--- src/rtl/control_fsm.sv ---
// -----------------------------------------------------------------------------
// control_fsm
// Multicycle RV32I control unit for datapath_main. Moore FSM that steps each
// instruction through FETCH / DECODE / EXECUTE / MEM / WB and drives every
// datapath enable and mux select. One instruction in flight at a time.
//
// Optional feature macro: CTRL_HALT_ON_ILLEGAL_EN
//   defined   : an illegal opcode parks the FSM in a terminal HALT state
//               (halt = 1, all enables 0) until rst is asserted.
//   undefined : an illegal opcode is a NOP, FETCH resumes the next cycle and
//               halt is tied 0.
//
// Ports
//   clk            in   1        system clock, rising edge
//   rst            in   1        asynchronous active-high reset
//   opcode         in   7        inst[6:0]
//   funct3         in   3        inst[14:12]
//   funct7         in   7        inst[31:25] (only bit 5 is meaningful here)
//   zero_flag      in   1        ALU result == 0
//   alu_lt         in   1        ALU less-than
//   adr_src        out  1        0 = PC, 1 = out_bus
//   pc_write       out  1        PC load enable
//   ir_write       out  1        IR / old-PC load enable
//   mem_write      out  1        memory write enable
//   reg_write      out  1        register-file write enable
//   output_en      out  1        output buffer enable (tracks reg_write)
//   out_mux_sel    out  3        0 alu_reg, 1 alu_out, 2 data_reg
//   imm_sel        out  3        0 I, 1 S, 2 B, 3 U, 4 J
//   alu_src_a_sel  out  2        0 old PC, 1 PC, 2 A reg
//   alu_src_b_sel  out  2        0 B reg, 1 imm, 2 const 4
//   alu_ctrl       out  4        ALU operation code
//   halt           out  1        core halted
//   dbg_state      out  STATE_W  current state encoding
//
// State table
//   state    | meaning
//   FETCH    | read IR at PC, PC <= PC + 4
//   DECODE   | alu_reg <= old PC + imm (branch/JAL target), dispatch
//   MEMADR   | effective address = A + imm
//   MEMRD    | read memory at computed address
//   MEMWB    | write loaded data to rd
//   MEMWR    | write B to memory at computed address
//   EXECR    | register-register ALU op
//   EXECI    | register-immediate ALU op
//   ALUWB    | write ALU result register to rd
//   BRANCH   | compare A/B, load PC with target if taken
//   JAL      | PC <= target, compute link old PC + 4
//   JALR1    | compute A + imm target
//   JALR2    | PC <= target, compute link old PC + 4
//   LUI      | pass U immediate
//   AUIPC    | old PC + U immediate
//   ILLEGAL  | unrecognised opcode
//   HALT     | terminal halt (feature build only)
// -----------------------------------------------------------------------------
module control_fsm #(
    parameter int STATE_W = 5
) (
    input  logic               clk,
    input  logic               rst,
    input  logic [6:0]         opcode,
    input  logic [2:0]         funct3,
    input  logic [6:0]         funct7,
    input  logic               zero_flag,
    input  logic               alu_lt,
    output logic               adr_src,
    output logic               pc_write,
    output logic               ir_write,
    output logic               mem_write,
    output logic               reg_write,
    output logic               output_en,
    output logic [2:0]         out_mux_sel,
    output logic [2:0]         imm_sel,
    output logic [1:0]         alu_src_a_sel,
    output logic [1:0]         alu_src_b_sel,
    output logic [3:0]         alu_ctrl,
    output logic               halt,
    output logic [STATE_W-1:0] dbg_state
);

    localparam logic [STATE_W-1:0] S_FETCH   = STATE_W'(0);
    localparam logic [STATE_W-1:0] S_DECODE  = STATE_W'(1);
    localparam logic [STATE_W-1:0] S_MEMADR  = STATE_W'(2);
    localparam logic [STATE_W-1:0] S_MEMRD   = STATE_W'(3);
    localparam logic [STATE_W-1:0] S_MEMWB   = STATE_W'(4);
    localparam logic [STATE_W-1:0] S_MEMWR   = STATE_W'(5);
    localparam logic [STATE_W-1:0] S_EXECR   = STATE_W'(6);
    localparam logic [STATE_W-1:0] S_EXECI   = STATE_W'(7);
    localparam logic [STATE_W-1:0] S_ALUWB   = STATE_W'(8);
    localparam logic [STATE_W-1:0] S_BRANCH  = STATE_W'(9);
    localparam logic [STATE_W-1:0] S_JAL     = STATE_W'(10);
    localparam logic [STATE_W-1:0] S_JALR1   = STATE_W'(11);
    localparam logic [STATE_W-1:0] S_JALR2   = STATE_W'(12);
    localparam logic [STATE_W-1:0] S_LUI     = STATE_W'(13);
    localparam logic [STATE_W-1:0] S_AUIPC   = STATE_W'(14);
    localparam logic [STATE_W-1:0] S_ILLEGAL = STATE_W'(15);
    localparam logic [STATE_W-1:0] S_HALT    = STATE_W'(16);

    localparam logic [6:0] OP_LOAD   = 7'b0000011;
    localparam logic [6:0] OP_STORE  = 7'b0100011;
    localparam logic [6:0] OP_OP     = 7'b0110011;
    localparam logic [6:0] OP_IMM    = 7'b0010011;
    localparam logic [6:0] OP_BRANCH = 7'b1100011;
    localparam logic [6:0] OP_JAL    = 7'b1101111;
    localparam logic [6:0] OP_JALR   = 7'b1100111;
    localparam logic [6:0] OP_LUI    = 7'b0110111;
    localparam logic [6:0] OP_AUIPC  = 7'b0010111;

    localparam logic [3:0] ALU_ADD   = 4'h0;
    localparam logic [3:0] ALU_SUB   = 4'h1;
    localparam logic [3:0] ALU_AND   = 4'h2;
    localparam logic [3:0] ALU_OR    = 4'h3;
    localparam logic [3:0] ALU_XOR   = 4'h4;
    localparam logic [3:0] ALU_SLL   = 4'h5;
    localparam logic [3:0] ALU_SRL   = 4'h6;
    localparam logic [3:0] ALU_SRA   = 4'h7;
    localparam logic [3:0] ALU_SLT   = 4'h8;
    localparam logic [3:0] ALU_SLTU  = 4'h9;
    localparam logic [3:0] ALU_PASSB = 4'hA;

    localparam logic [2:0] IMM_I = 3'd0;
    localparam logic [2:0] IMM_S = 3'd1;
    localparam logic [2:0] IMM_B = 3'd2;
    localparam logic [2:0] IMM_U = 3'd3;
    localparam logic [2:0] IMM_J = 3'd4;

    localparam logic [1:0] SRCA_OLDPC = 2'd0;
    localparam logic [1:0] SRCA_PC    = 2'd1;
    localparam logic [1:0] SRCA_AREG  = 2'd2;
    localparam logic [1:0] SRCB_BREG  = 2'd0;
    localparam logic [1:0] SRCB_IMM   = 2'd1;
    localparam logic [1:0] SRCB_FOUR  = 2'd2;

    localparam logic [2:0] OUT_ALUREG = 3'd0;
    localparam logic [2:0] OUT_ALUOUT = 3'd1;
    localparam logic [2:0] OUT_DATA   = 3'd2;

    logic [STATE_W-1:0] r_state;
    logic [STATE_W-1:0] w_next_state;
    logic [3:0]         w_alu_r;
    logic [3:0]         w_alu_i;
    logic [3:0]         w_alu_br;
    logic               w_br_taken;
    logic [2:0]         w_imm_sel;
    logic               w_unused_funct7;

    // Only funct7[5] selects SUB/SRA; the other bits carry no control meaning.
    assign w_unused_funct7 = &{1'b0, funct7[6], funct7[4:0]};

    // funct3 -> ALU op; alt selects SUB over ADD and SRA over SRL.
    function automatic logic [3:0] alu_decode(input logic [2:0] f3, input logic alt);
        logic [3:0] op;
        case (f3)
            3'b000:  op = alt ? ALU_SUB : ALU_ADD;
            3'b001:  op = ALU_SLL;
            3'b010:  op = ALU_SLT;
            3'b011:  op = ALU_SLTU;
            3'b100:  op = ALU_XOR;
            3'b101:  op = alt ? ALU_SRA : ALU_SRL;
            3'b110:  op = ALU_OR;
            default: op = ALU_AND;
        endcase
        return op;
    endfunction

    assign w_alu_r = alu_decode(funct3, funct7[5]);
    // Immediate forms carry imm[11:5] in funct7, so bit 5 is an alt flag only for SRAI.
    assign w_alu_i = alu_decode(funct3, (funct3 == 3'b101) && funct7[5]);

    always_comb begin
        w_alu_br = ALU_SUB;
        case (funct3[2:1])
            2'b10:   w_alu_br = ALU_SLT;
            2'b11:   w_alu_br = ALU_SLTU;
            default: w_alu_br = ALU_SUB;
        endcase
    end

    // funct3 010/011 are not branches and are never taken.
    always_comb begin
        w_br_taken = 1'b0;
        case (funct3)
            3'b000:  w_br_taken = zero_flag;
            3'b001:  w_br_taken = !zero_flag;
            3'b100:  w_br_taken = alu_lt;
            3'b101:  w_br_taken = !alu_lt;
            3'b110:  w_br_taken = alu_lt;
            3'b111:  w_br_taken = !alu_lt;
            default: w_br_taken = 1'b0;
        endcase
    end

    always_comb begin
        w_imm_sel = IMM_I;
        case (opcode)
            OP_STORE:        w_imm_sel = IMM_S;
            OP_BRANCH:       w_imm_sel = IMM_B;
            OP_LUI, OP_AUIPC: w_imm_sel = IMM_U;
            OP_JAL:          w_imm_sel = IMM_J;
            default:         w_imm_sel = IMM_I;
        endcase
    end

    // State register.
    always_ff @(posedge clk or posedge rst) begin
        if (rst) begin
            r_state <= S_FETCH;
        end else begin
            r_state <= w_next_state;
        end
    end

    // Next-state logic.
    always_comb begin
        w_next_state = S_FETCH;
        case (r_state)
            S_FETCH:  w_next_state = S_DECODE;
            S_DECODE: begin
                case (opcode)
                    OP_LOAD, OP_STORE: w_next_state = S_MEMADR;
                    OP_OP:             w_next_state = S_EXECR;
                    OP_IMM:            w_next_state = S_EXECI;
                    OP_BRANCH:         w_next_state = S_BRANCH;
                    OP_JAL:            w_next_state = S_JAL;
                    OP_JALR:           w_next_state = S_JALR1;
                    OP_LUI:            w_next_state = S_LUI;
                    OP_AUIPC:          w_next_state = S_AUIPC;
                    default:           w_next_state = S_ILLEGAL;
                endcase
            end
            S_MEMADR: w_next_state = (opcode == OP_STORE) ? S_MEMWR : S_MEMRD;
            S_MEMRD:  w_next_state = S_MEMWB;
            S_MEMWB:  w_next_state = S_FETCH;
            S_MEMWR:  w_next_state = S_FETCH;
            S_EXECR:  w_next_state = S_ALUWB;
            S_EXECI:  w_next_state = S_ALUWB;
            S_ALUWB:  w_next_state = S_FETCH;
            S_BRANCH: w_next_state = S_FETCH;
            S_JAL:    w_next_state = S_ALUWB;
            S_JALR1:  w_next_state = S_JALR2;
            S_JALR2:  w_next_state = S_ALUWB;
            S_LUI:    w_next_state = S_ALUWB;
            S_AUIPC:  w_next_state = S_ALUWB;
`ifdef CTRL_HALT_ON_ILLEGAL_EN
            S_ILLEGAL: w_next_state = S_HALT;
            S_HALT:    w_next_state = S_HALT;
`else
            S_ILLEGAL: w_next_state = S_FETCH;
            S_HALT:    w_next_state = S_FETCH;
`endif
            default:  w_next_state = S_FETCH;
        endcase
    end

    // Output decode. rst forces everything to 0 so that an instruction
    // aborted by reset cannot complete a write while rst is high, and so the
    // FETCH state held during reset does not load PC/IR.
    always_comb begin
        adr_src       = 1'b0;
        pc_write      = 1'b0;
        ir_write      = 1'b0;
        mem_write     = 1'b0;
        reg_write     = 1'b0;
        out_mux_sel   = OUT_ALUREG;
        imm_sel       = IMM_I;
        alu_src_a_sel = SRCA_OLDPC;
        alu_src_b_sel = SRCB_BREG;
        alu_ctrl      = ALU_ADD;
        halt          = 1'b0;
        if (!rst) begin
            imm_sel = w_imm_sel;
            case (r_state)
                S_FETCH: begin
                    ir_write      = 1'b1;
                    pc_write      = 1'b1;
                    alu_src_a_sel = SRCA_PC;
                    alu_src_b_sel = SRCB_FOUR;
                    out_mux_sel   = OUT_ALUOUT;
                end
                S_DECODE: begin
                    alu_src_a_sel = SRCA_OLDPC;
                    alu_src_b_sel = SRCB_IMM;
                end
                S_MEMADR, S_JALR1: begin
                    alu_src_a_sel = SRCA_AREG;
                    alu_src_b_sel = SRCB_IMM;
                end
                S_MEMRD: begin
                    adr_src = 1'b1;
                end
                S_MEMWB: begin
                    out_mux_sel = OUT_DATA;
                    reg_write   = 1'b1;
                end
                S_MEMWR: begin
                    adr_src   = 1'b1;
                    mem_write = 1'b1;
                end
                S_EXECR: begin
                    alu_src_a_sel = SRCA_AREG;
                    alu_src_b_sel = SRCB_BREG;
                    alu_ctrl      = w_alu_r;
                end
                S_EXECI: begin
                    alu_src_a_sel = SRCA_AREG;
                    alu_src_b_sel = SRCB_IMM;
                    alu_ctrl      = w_alu_i;
                end
                S_ALUWB: begin
                    reg_write = 1'b1;
                end
                S_BRANCH: begin
                    alu_src_a_sel = SRCA_AREG;
                    alu_src_b_sel = SRCB_BREG;
                    alu_ctrl      = w_alu_br;
                    pc_write      = w_br_taken;
                end
                S_JAL, S_JALR2: begin
                    // PC takes the target held in alu_reg while the ALU
                    // forms the link value for the following ALUWB.
                    pc_write      = 1'b1;
                    alu_src_a_sel = SRCA_OLDPC;
                    alu_src_b_sel = SRCB_FOUR;
                end
                S_LUI: begin
                    alu_src_b_sel = SRCB_IMM;
                    alu_ctrl      = ALU_PASSB;
                end
                S_AUIPC: begin
                    alu_src_a_sel = SRCA_OLDPC;
                    alu_src_b_sel = SRCB_IMM;
                end
`ifdef CTRL_HALT_ON_ILLEGAL_EN
                S_HALT: begin
                    halt = 1'b1;
                end
`endif
                default: begin
                end
            endcase
        end
    end

    assign output_en = reg_write;
    assign dbg_state = r_state;

endmodule
--- config.mk ---
export PLATFORM = sky130hd
export DESIGN_NAME = control_fsm
export DESIGN_NICKNAME = d
export VERILOG_FILES = /design/src/rtl/control_fsm.sv
export SDC_FILE = /design/constraint.sdc
export NUM_CORES = 1
export LEC_CHECK = 0
export BUFFER_PORTS_ARGS = -buffer_cell sky130_fd_sc_hd__buf_2
export CAP_MARGIN = 25
export CORE_MARGIN = 5
export CORE_UTILIZATION = 45
export DETAILED_ROUTE_END_ITERATION = 6
export HOLD_SLACK_MARGIN = 0.1
export PLACE_DENSITY_LB_ADDON = 0.05
export SLEW_MARGIN = 20
export SYNTH_ARGS = -nofsm -noshare
export SYNTH_HDL_FRONTEND = slang
export SYNTH_SLANG_ARGS = --single-unit
--- constraint.sdc ---
create_clock -name clk -period 2.1 [get_ports clk]
set_clock_uncertainty 0.05 [all_clocks]
set_input_delay 0.105 -clock clk [delete_from_list [all_inputs] [get_ports clk]]
set_output_delay 0.105 -clock clk [all_outputs]
set_load 0.005 [all_outputs]
==> run summary, run 1 <==
worst-skew pair later-pin latency = 0.23 ns
Hold WC Path Type = input port to flop
Seq cells post-synth = 4
most common cell in the netlist = nor2_1
post-place setup slack = 0.487 ns
EDFF count, synth = 0
Setup Buffers After CTS = 0
Filler cells = 158
HPWL after DPL = 1440 um
top cell type's share of synthesized area = 0.138
synth unique cells = 43
status = completed
Seq/Total Area, Yosys = 0.138
asr flop ratio synth = 1.00
WS Path Type = flop to primary output
Core Region = 0.00152 mm2
largest net degree at the start of global routing = 19
GPL Wtd Cong = 0.756
post-route cell area = 883 um2
Max FO, Critical Path = 18
Tightest Pin Transition = 0.585 ns
Crit-path slowest cell = dfrtp_1
number of diodes = 0
cell-internal power = 0.430 mW
Synth area leaders = dfrtp_1 14%, buf_4 6.2%, a21oi_1 5.5%
CTS tree = built
crit-path cells = nand3b_1 > or3_1 > o32ai_1 > buf_2
initial antenna violation count = 0
Comb pwr share = 0.585
Avg Synthesized Cell Area = 6.92 um2
DRT iter0 DRCs = 25
Post-DRT Antenna Nets = 0
GRT overflow = 0
RSZ-0062 raised after global routing = no
clk buf depth = 2
Final setup viols = 0
placed cell area = 851 um2
clock share of power = 0.112
final hold viol count = 0
Crit. End Element = primary output
Bufs and invs on worst path = 1
DR vias = 845
Syn Inst Count = 105
Slew Limit Fails = 0
period utilisation layout = 0.890
FP Rows = 14
Largest stage delay, worst path = 0.56 ns
area leader, netlist = dfrtp_1
top cells by count, synth = 10 x nor2_1, 8 x a21oi_1, 6 x buf_4, 6 x nor3_1
area of the mapped netlist = 727 um2
maxcap violations = 0
setup ws final = 0.231 ns
min cycle time layout = 1.87 ns
CP Data Required Time = 1.95 ns
Top-Level Pins = 47
power per cell area = 921 mW/mm2
Ys Warns = 0
Sw Ratio = 0.472
Starting Density = 0.477
drt wl/cell = 13.0 um
Peak supply drop = 0.675 mV
clk root buf = clkbuf_4
Flop pwr share = 0.303
Lkg Pwr = 0.436 nW
switching power = 0.384 mW
worst rel slew slack = 0.606
DR pass1 iterations = 4
Die W = 50.2 um
crit start category = flop
max FFs per register = 4
area growth from synthesis to layout = 21.5%
die height = 50.2 um
crit path DAT = 1.71 ns
DIE AREA = 0.00252 mm2
GRT Total Usage = 0.149
DRC = 0
number of global-route vias before repair = 714
Fmax achieved = 0.535 GHz
ys flop type = dfrtp_1
H-tree Lvls = 1
Routed WL = 1920 um
cts bufs inserted = 3
fin nets = 155
IO buf count = 37
layout cells sized above 1 = 0.364
sink count of the clock tree = 4
crit-path leading delay family = simple AND/OR/NAND/NOR gates
first-pass GRT wire length = 3140 um
setup TNS = 0 ns
Worst-path clk slew = 0.04 ns
drt via density = 5.71
[per-layer routing]
metal	routed length, um	vias to the layer above	GRT usage
met5	0	-	0
met4	0	0	0
met3	126	0	0.0473
met2	880	22	0.220
met1	910	388	0.226
li1	-	435	-
[power groups by stage]
stage	clock network (mW)	registers, mW	logic, mW
4_1_cts	0.0937	0.243	0.481
3_3_place_gp	0	0.241	0.472
3_5_place_dp	0	0.245	0.477
6_report	0.0912	0.246	0.476
5_1_grt	0.106	0.261	0.534
2_1_floorplan	0	0.141	0.450
[logic make-up (layout without fill, tap and decap cells)]
kind of cell              after synthesis  after routing  synth area share
and+or+nand+nor                        48             48             0.389
muxes                                   1              1            0.0155
xor gates and xnor gates                4              4            0.0482
DFF                                     4              4             0.138
other                                   1              3           0.00516
buffers and inverters                  20             45             0.143
AOI/OAI and AO/OA                      27             27             0.262
[cell usage in the layout, fill, tap and decap left out, types with 3 or more instances in the layout]
| cell | synthesis | layout |
|---|---|---|
| a21oi_1 | 8 | 8 |
| a31oi_1 | 3 | 3 |
| buf_2 | 5 | 37 |
| clkbuf_4 | 0 | 3 |
| conb_1 | 1 | 3 |
| dfrtp_1 | 4 | 4 |
| inv_1 | 4 | 4 |
| nand2_1 | 5 | 5 |
| nand2b_1 | 5 | 5 |
| nor2_1 | 10 | 10 |
| nor3_1 | 6 | 6 |
| nor4_1 | 3 | 3 |
[per-stage QoR]
step / hold WS, ns / std cells / power, mW / utilization
2_1_floorplan: 0.0470 / 107 / 0.591 / -
3_3_place_gp: 0.0775 / 144 / 0.713 / 0.558
3_5_place_dp: 0.0768 / 144 / 0.722 / 0.558
4_1_cts: 0.211 / 148 / 0.818 / 0.580
5_1_grt: 0.226 / 148 / 0.902 / 0.580
6_report: 0.215 / 148 / 0.814 / 0.580
[worst paths after layout]
| check | depth (start not counted) | startpoint | to | slack [ns] |
|---|---|---|---|---|
| min reg2reg | 1 | dbg_state[0] | dbg_state[0] | 0.69 |
| max reg2reg | 3 | dbg_state[0] | dbg_state[2] | 0.56 |
| min in group asynchronous | 3 | rst | dbg_state[1] | 0.38 |
| max | 4 | dbg_state[1] | alu_ctrl[0] | 0.23 |
| max in group asynchronous | 3 | rst | dbg_state[0] | 1.43 |
| min | 3 | opcode[3] | dbg_state[0] | 0.22 |
[worst reg2reg max path: cells and delay by family (launching register included)]
kind / cells / cell delay (ns)
AOI/OAI and AO/OA: 1 / 0.13
DFF: 1 / 0.57
and+or+nand+nor: 2 / 0.71
[area by class of cell]
class                           count  area, um2  area share
Inverter                            4       15.0      0.0170
Tap cell                           16       20.0      0.0227
Multi-Input combinational cell     83        531       0.601
Sequential cell                     4        100       0.113
Clock buffer                        3       22.5      0.0255
Timing Repair Buffer               38        195       0.221
[what timing repair did]
| action | in CTS | in global routing |
|---|---|---|
| endpoints found under the hold margin | 4 | 0 |
| endpoints found under the setup margin | 0 | 0 |
| gates resized for setup | 0 | 0 |
| hold buffers | 1 | 0 |
Power figures use the tool's default switching activity.
==> run 2, diff against run 1 <==
ABC_AREA = 1   (was unset)
==> run 2 against run 1 <==
Compared with the run above:
- sequential share of layout area shrank 0.43 points
- non-clock buffer count is the same
- setup slack gained 0.23 ns
- global-route usage grew 0.29 points
- first-iteration DRC count grew 8.0%
- largest power group unchanged
- routed wire length grew 4.9%
- highest routed layer unchanged
- count of clock-buffer cells in the layout is the same
- critical path type unchanged
- combinational power grew 13%
==> run summary, run 2 <==
post-place setup slack = 0.716 ns
DIE AREA = 0.00252 mm2
crit path DAT = 1.48 ns
number of global-route vias before repair = 813
Largest stage delay, worst path = 0.45 ns
clk root buf = clkbuf_4
clk buf depth = 2
power per cell area = 859 mW/mm2
crit start category = flop
DR WL met3 = 170 um
EDFF count, synth = 0
layout cells sized above 1 = 0.339
Max FO, Critical Path = 5
DR pass1 iterations = 4
Seq cells post-synth = 4
status = completed
Starting Density = 0.477
CTS tree = built
Peak supply drop = 0.814 mV
post-route cell area = 918 um2
Ys Warns = 0
synth unique cells = 26
FP Rows = 14
ys flop type = dfrtp_1
GRT Total Usage = 0.152
period utilisation layout = 0.779
most frequent standard cell in the layout excluding fill and tap cells = buf_2
Setup Buffers After CTS = 0
min cycle time layout = 1.63 ns
setup TNS = 0 ns
DR vias = 971
DRC = 0
WHS Path Cells = 6
Routed WL = 2010 um
Hold WC Path Type = input port to flop
initial antenna violation count = 0
drt wl/cell = 10.7 um
post_cts resized = 0
sink count of the clock tree = 4
final hold viol count = 0
IO buf count = 37
asr flop ratio synth = 1.00
Synth area leaders = nand2_1 18%, dfrtp_1 14%, nor2_1 13%
RSZ-0062 raised after global routing = no
crit-path cells = nor2_4 > nand3_1 > inv_1 > o21ai_0 > a21oi_1 > buf_2
area of the mapped netlist = 727 um2
Crit-path slowest cell = dfrtp_1
area leader, netlist = nand2_1
Core Region = 0.00152 mm2
Worst-path clk slew = 0.03 ns
most frequent cells in the layout = 37 x buf_2, 34 x nand2_1, 26 x nor2_1
Top-Level Pins = 47
top sig layer = met3
maxcap violations = 0
Worst Reg-to-Reg Cells = 5
cts bufs inserted = 3
number of diodes = 0
worst-skew pair later-pin latency = 0.22 ns
Crit. End Element = primary output
CTS Hold Bufs = 1
GRT overflow = 0
area growth from synthesis to layout = 26.3%
largest net degree at the start of global routing = 18
hold_ws = 0.222 ns
Filler cells = 169
Final setup viols = 0
die height = 50.2 um
H-tree Lvls = 1
fin util = 0.603
first-pass GRT wire length = 3220 um
top cell type's share of synthesized area = 0.176
top cells by count, synth = 34 x nand2_1, 26 x nor2_1, 11 x inv_1, 11 x nand3_1
drt via density = 5.19
met2 WL post-DR = 1010 um
Die W = 50.2 um
Post-DRT Antenna Nets = 0
WS Path Type = flop to primary output
most common cell in the netlist = nand2_1
Slew Limit Fails = 0
CP Data Required Time = 1.95 ns
Avg Synthesized Cell Area = 5.35 um2
GPL Wtd Cong = 0.828
setup ws final = 0.465 ns
placed cell area = 886 um2
metal1 wirelength = 830 um
max FFs per register = 4
Lkg Pwr = 0.528 nW
Syn Inst Count = 136
DRT iter0 DRCs = 27
Fmax achieved = 0.612 GHz
HPWL after DPL = 1680 um
Seq/Total Area, Yosys = 0.138
fin nets = 194
run 2: kinds of logic after synthesis:
family	after synthesis	share of synthesized area
compound gates	19	0.167
buf+inv	28	0.177
simple gates	84	0.513
flops	4	0.138
other cells	1	0.00516
run 2: final cells by class:
| class | instances | area [um2] | share of cell area |
|---|---|---|---|
| multi-input combinational | 106 | 505 | 0.550 |
| timing repair buffer | 38 | 195 | 0.213 |
| sequential | 4 | 100 | 0.109 |
| inverter | 20 | 75.1 | 0.0817 |
| clock buffer | 3 | 22.5 | 0.0245 |
| tap | 16 | 20.0 | 0.0218 |
run 2: worst max-delay path: cells and delay by family (launching register included):
| kind | cells | cell delay [ns] |
|---|---|---|
| AO/OA/AOI/OAI | 2 | 0.26 |
| buffers and inverters | 2 | 0.24 |
| flip-flops | 1 | 0.45 |
| AND/OR/NAND/NOR | 2 | 0.31 |
run 2: worst paths after layout:
check	startpoint	to	slack, ns
setup / recovery	dbg_state[1]	alu_ctrl[0]	0.47
hold / removal	opcode[6]	dbg_state[2]	0.22
setup reg to reg	dbg_state[3]	dbg_state[3]	0.92
hold reg to reg	dbg_state[0]	dbg_state[0]	0.58
max in group asynchronous	rst	dbg_state[1]	1.45
min in group asynchronous	rst	dbg_state[0]	0.41
run 2: layer usage:
metal / vias to the layer above / track usage
met2: 37 / 0.282
li1: 503 / -
met1: 431 / 0.191
met3: 0 / 0.0207
met5: - / 0
met4: 0 / 0.0131
run 2: power by group:
| group | total, mW | internal [mW] | switching (mW) |
|---|---|---|---|
| sequential | 0.163 | 0.112 | 0.0506 |
| combinational | 0.538 | 0.202 | 0.336 |
| clock | 0.0884 | 0.0635 | 0.0249 |
| total | 0.789 | 0.378 | 0.411 |
run 2: metrics by stage:
stage	total power, mW	cells
CTS	0.794	187
global route	0.882	187
finish	0.789	187
floorplan	0.534	138
global placement	0.693	183
detailed placement	0.701	183
==> run 3, diff against run 2 <==
ABC_AREA = 0   (was 1)
CORE_ASPECT_RATIO = 1.4   (was unset)
CORE_UTILIZATION = 38   (was 45)
clock period = 1.3 ns   (was 2.1 ns; I/O delays follow)
==> run 3 against run 2 <==
Compared with the run above:
- routed wire length rose by 28%
- final cell count fell by 1.6%
- cell area rose by 40%
- via count rose by 2.9%
- sequential power rose by 87%
- sequential cell count did not move
- register-to-register slack got worse by 1.1 ns
- the flow now finishes with violations (setup timing)
- non-clock buffer count rose by 32
- combinational power rose to 3.5 times the previous value
==> run summary, run 3 (same netlist as run 1, synthesis figures left out) <==
Crit. End Element = primary output
Crit-path slowest cell = dfrtp_2
GRT Total Usage = 0.183
crit start category = flop
Core Region = 0.00180 mm2
fin util = 0.713
Comb pwr share = 0.803
cell-internal power = 1.37 mW
Routed WL = 2570 um
clk buf depth = 2
power per cell area = 1810 mW/mm2
most frequent cells in the layout = 37 x buf_2, 27 x buf_4, 8 x nor2_1
post-route cell area = 0.00128 mm2
layout cells sized above 1 = 0.628
fin nets = 187
RSZ-0062 raised after global routing = yes
IO buf count = 37
DRT iter0 DRCs = 14
DRC = 0
switching power = 0.951 mW
HPWL after DPL = 1810 um
crit-path leading delay family = simple AND/OR/NAND/NOR gates
clock share of power = 0.066
final hold viol count = 0
WS Path Type = flop to primary output
Starting Density = 0.403
Die W = 47.0 um
largest net degree at the start of global routing = 13
met3 capacity usage during global routing = 0.0202
Crit path depth = 4
area growth from synthesis to layout = 76.6%
FP Rows = 18
met2 Use GR = 0.359
Filler cells = 159
number of global-route vias before repair = 933
post-place setup slack = -0.113 ns
Top Usage Layer GRT = met2
r2r setup slk = -0.18 ns
setup TNS = -3.68 ns
initial antenna violation count = 0
Flop pwr share = 0.131
drt via density = 5.43
sink count of the clock tree = 4
DIE AREA = 0.00290 mm2
Top-Level Pins = 47
GRT overflow = 0
WHS Path Cells = 4
Bufs and invs on worst path = 1
Post-DRT Antenna Nets = 0
Peak supply drop = 1.08 mV
DR vias = 999
setup ws final = -0.299 ns
start point of the critical path = dbg_state[1]
failing checks = setup timing
met1 global-route usage = 0.183
reg-to-reg startpoint = dbg_state[1]
max FFs per register = 4
cts bufs inserted = 3
drt wl/cell = 13.9 um
Sw Ratio = 0.410
r2r endpoint = dbg_state[1]
Worst-path clk slew = 0.04 ns
Final setup viols = 18
Worst Reg-to-Reg Cells = 7
overall power = 2.32 mW
Largest stage delay, worst path = 0.42 ns
GPL Wtd Cong = 0.775
crit path DAT = 1.48 ns
first-pass GRT wire length = 3930 um
CP Data Required Time = 1.19 ns
Hold WC Path Type = input port to flop
worst-skew pair later-pin latency = 0.23 ns
CTS tree = built
H-tree Lvls = 1
crit-path cells = nand3b_1 > or3_4 > o21bai_1 > buf_2
placed cell area = 0.00101 mm2
Fmax achieved = 0.625 GHz
Worst setup endpoint = pc_write
DR pass1 iterations = 4
status = finished with violations
die height = 61.8 um
most frequent standard cell in the layout excluding fill and tap cells = buf_2
clk root buf = clkbuf_4
maxcap violations = 0
Lkg Pwr = 0.633 nW
Slew Limit Fails = 0
min cycle time layout = 1.60 ns
number of diodes = 0
period utilisation layout = 1.23
Max FO, Critical Path = 5
## run 3: power by group through the flow
stage | Sequential (mW) | Combinational (mW) | Clock, mW
floorplan | 0.232 | 0.783 | 0
global placement | 0.304 | 1.24 | 0
detailed placement | 0.311 | 1.25 | 0
CTS | 0.302 | 1.58 | 0.158
global route | 0.319 | 2.02 | 0.170
finish | 0.304 | 1.86 | 0.152
## run 3: worst min-delay path by stage
| stage | startpoint | end |
|---|---|---|
| 3_3_place_gp | rst | dbg_state[3] |
| 2_1_floorplan | rst | dbg_state[0] |
| 6_report | opcode[5] | dbg_state[0] |
| 5_1_grt | opcode[5] | dbg_state[0] |
| 4_1_cts | opcode[5] | dbg_state[0] |
| 3_5_place_dp | rst | dbg_state[0] |
## run 3: metrics by stage
step / hold slack [ns] / cells
6_report: 0.168 / 184
5_1_grt: 0.182 / 184
4_1_cts: 0.166 / 179
3_5_place_dp: 0.0532 / 166
3_3_place_gp: 0.0480 / 166
2_1_floorplan: 0.00705 / 107
## run 3: area by class of cell
| cell class | instances | area [um2] | share of cell area |
|---|---|---|---|
| clock buffers | 3 | 22.5 | 0.0175 |
| multi-input cells | 83 | 662 | 0.516 |
| inverters | 4 | 15.0 | 0.0117 |
| flip-flops and latches | 4 | 105 | 0.0819 |
| well taps | 20 | 25.0 | 0.0195 |
| repair buffers | 70 | 454 | 0.354 |
## run 3: worst reg2reg max path: stages (launching register included)
cell	delay (ns)
dfrtp_2	0.42
buf_4	0.14
buf_6	0.13
nand2b_4	0.16
buf_4	0.13
buf_4	0.12
a31oi_1	0.14
o21a_1	0.12
## run 3: what timing repair did
item / in CTS / in global routing
hold buffers: 1 / 0
pin swaps: 8 / 6
resized for setup: 15 / 17
setup endpoints to repair: 18 / 20
endpoints found under the hold margin: 4 / 0
setup buffers: 10 / 5
## run 3: per-layer routing
metal	routed length (um)	share of wire
met1	933	0.36
met2	1420	0.55
met4	54	0.021
met3	155	0.060
met5	0	0
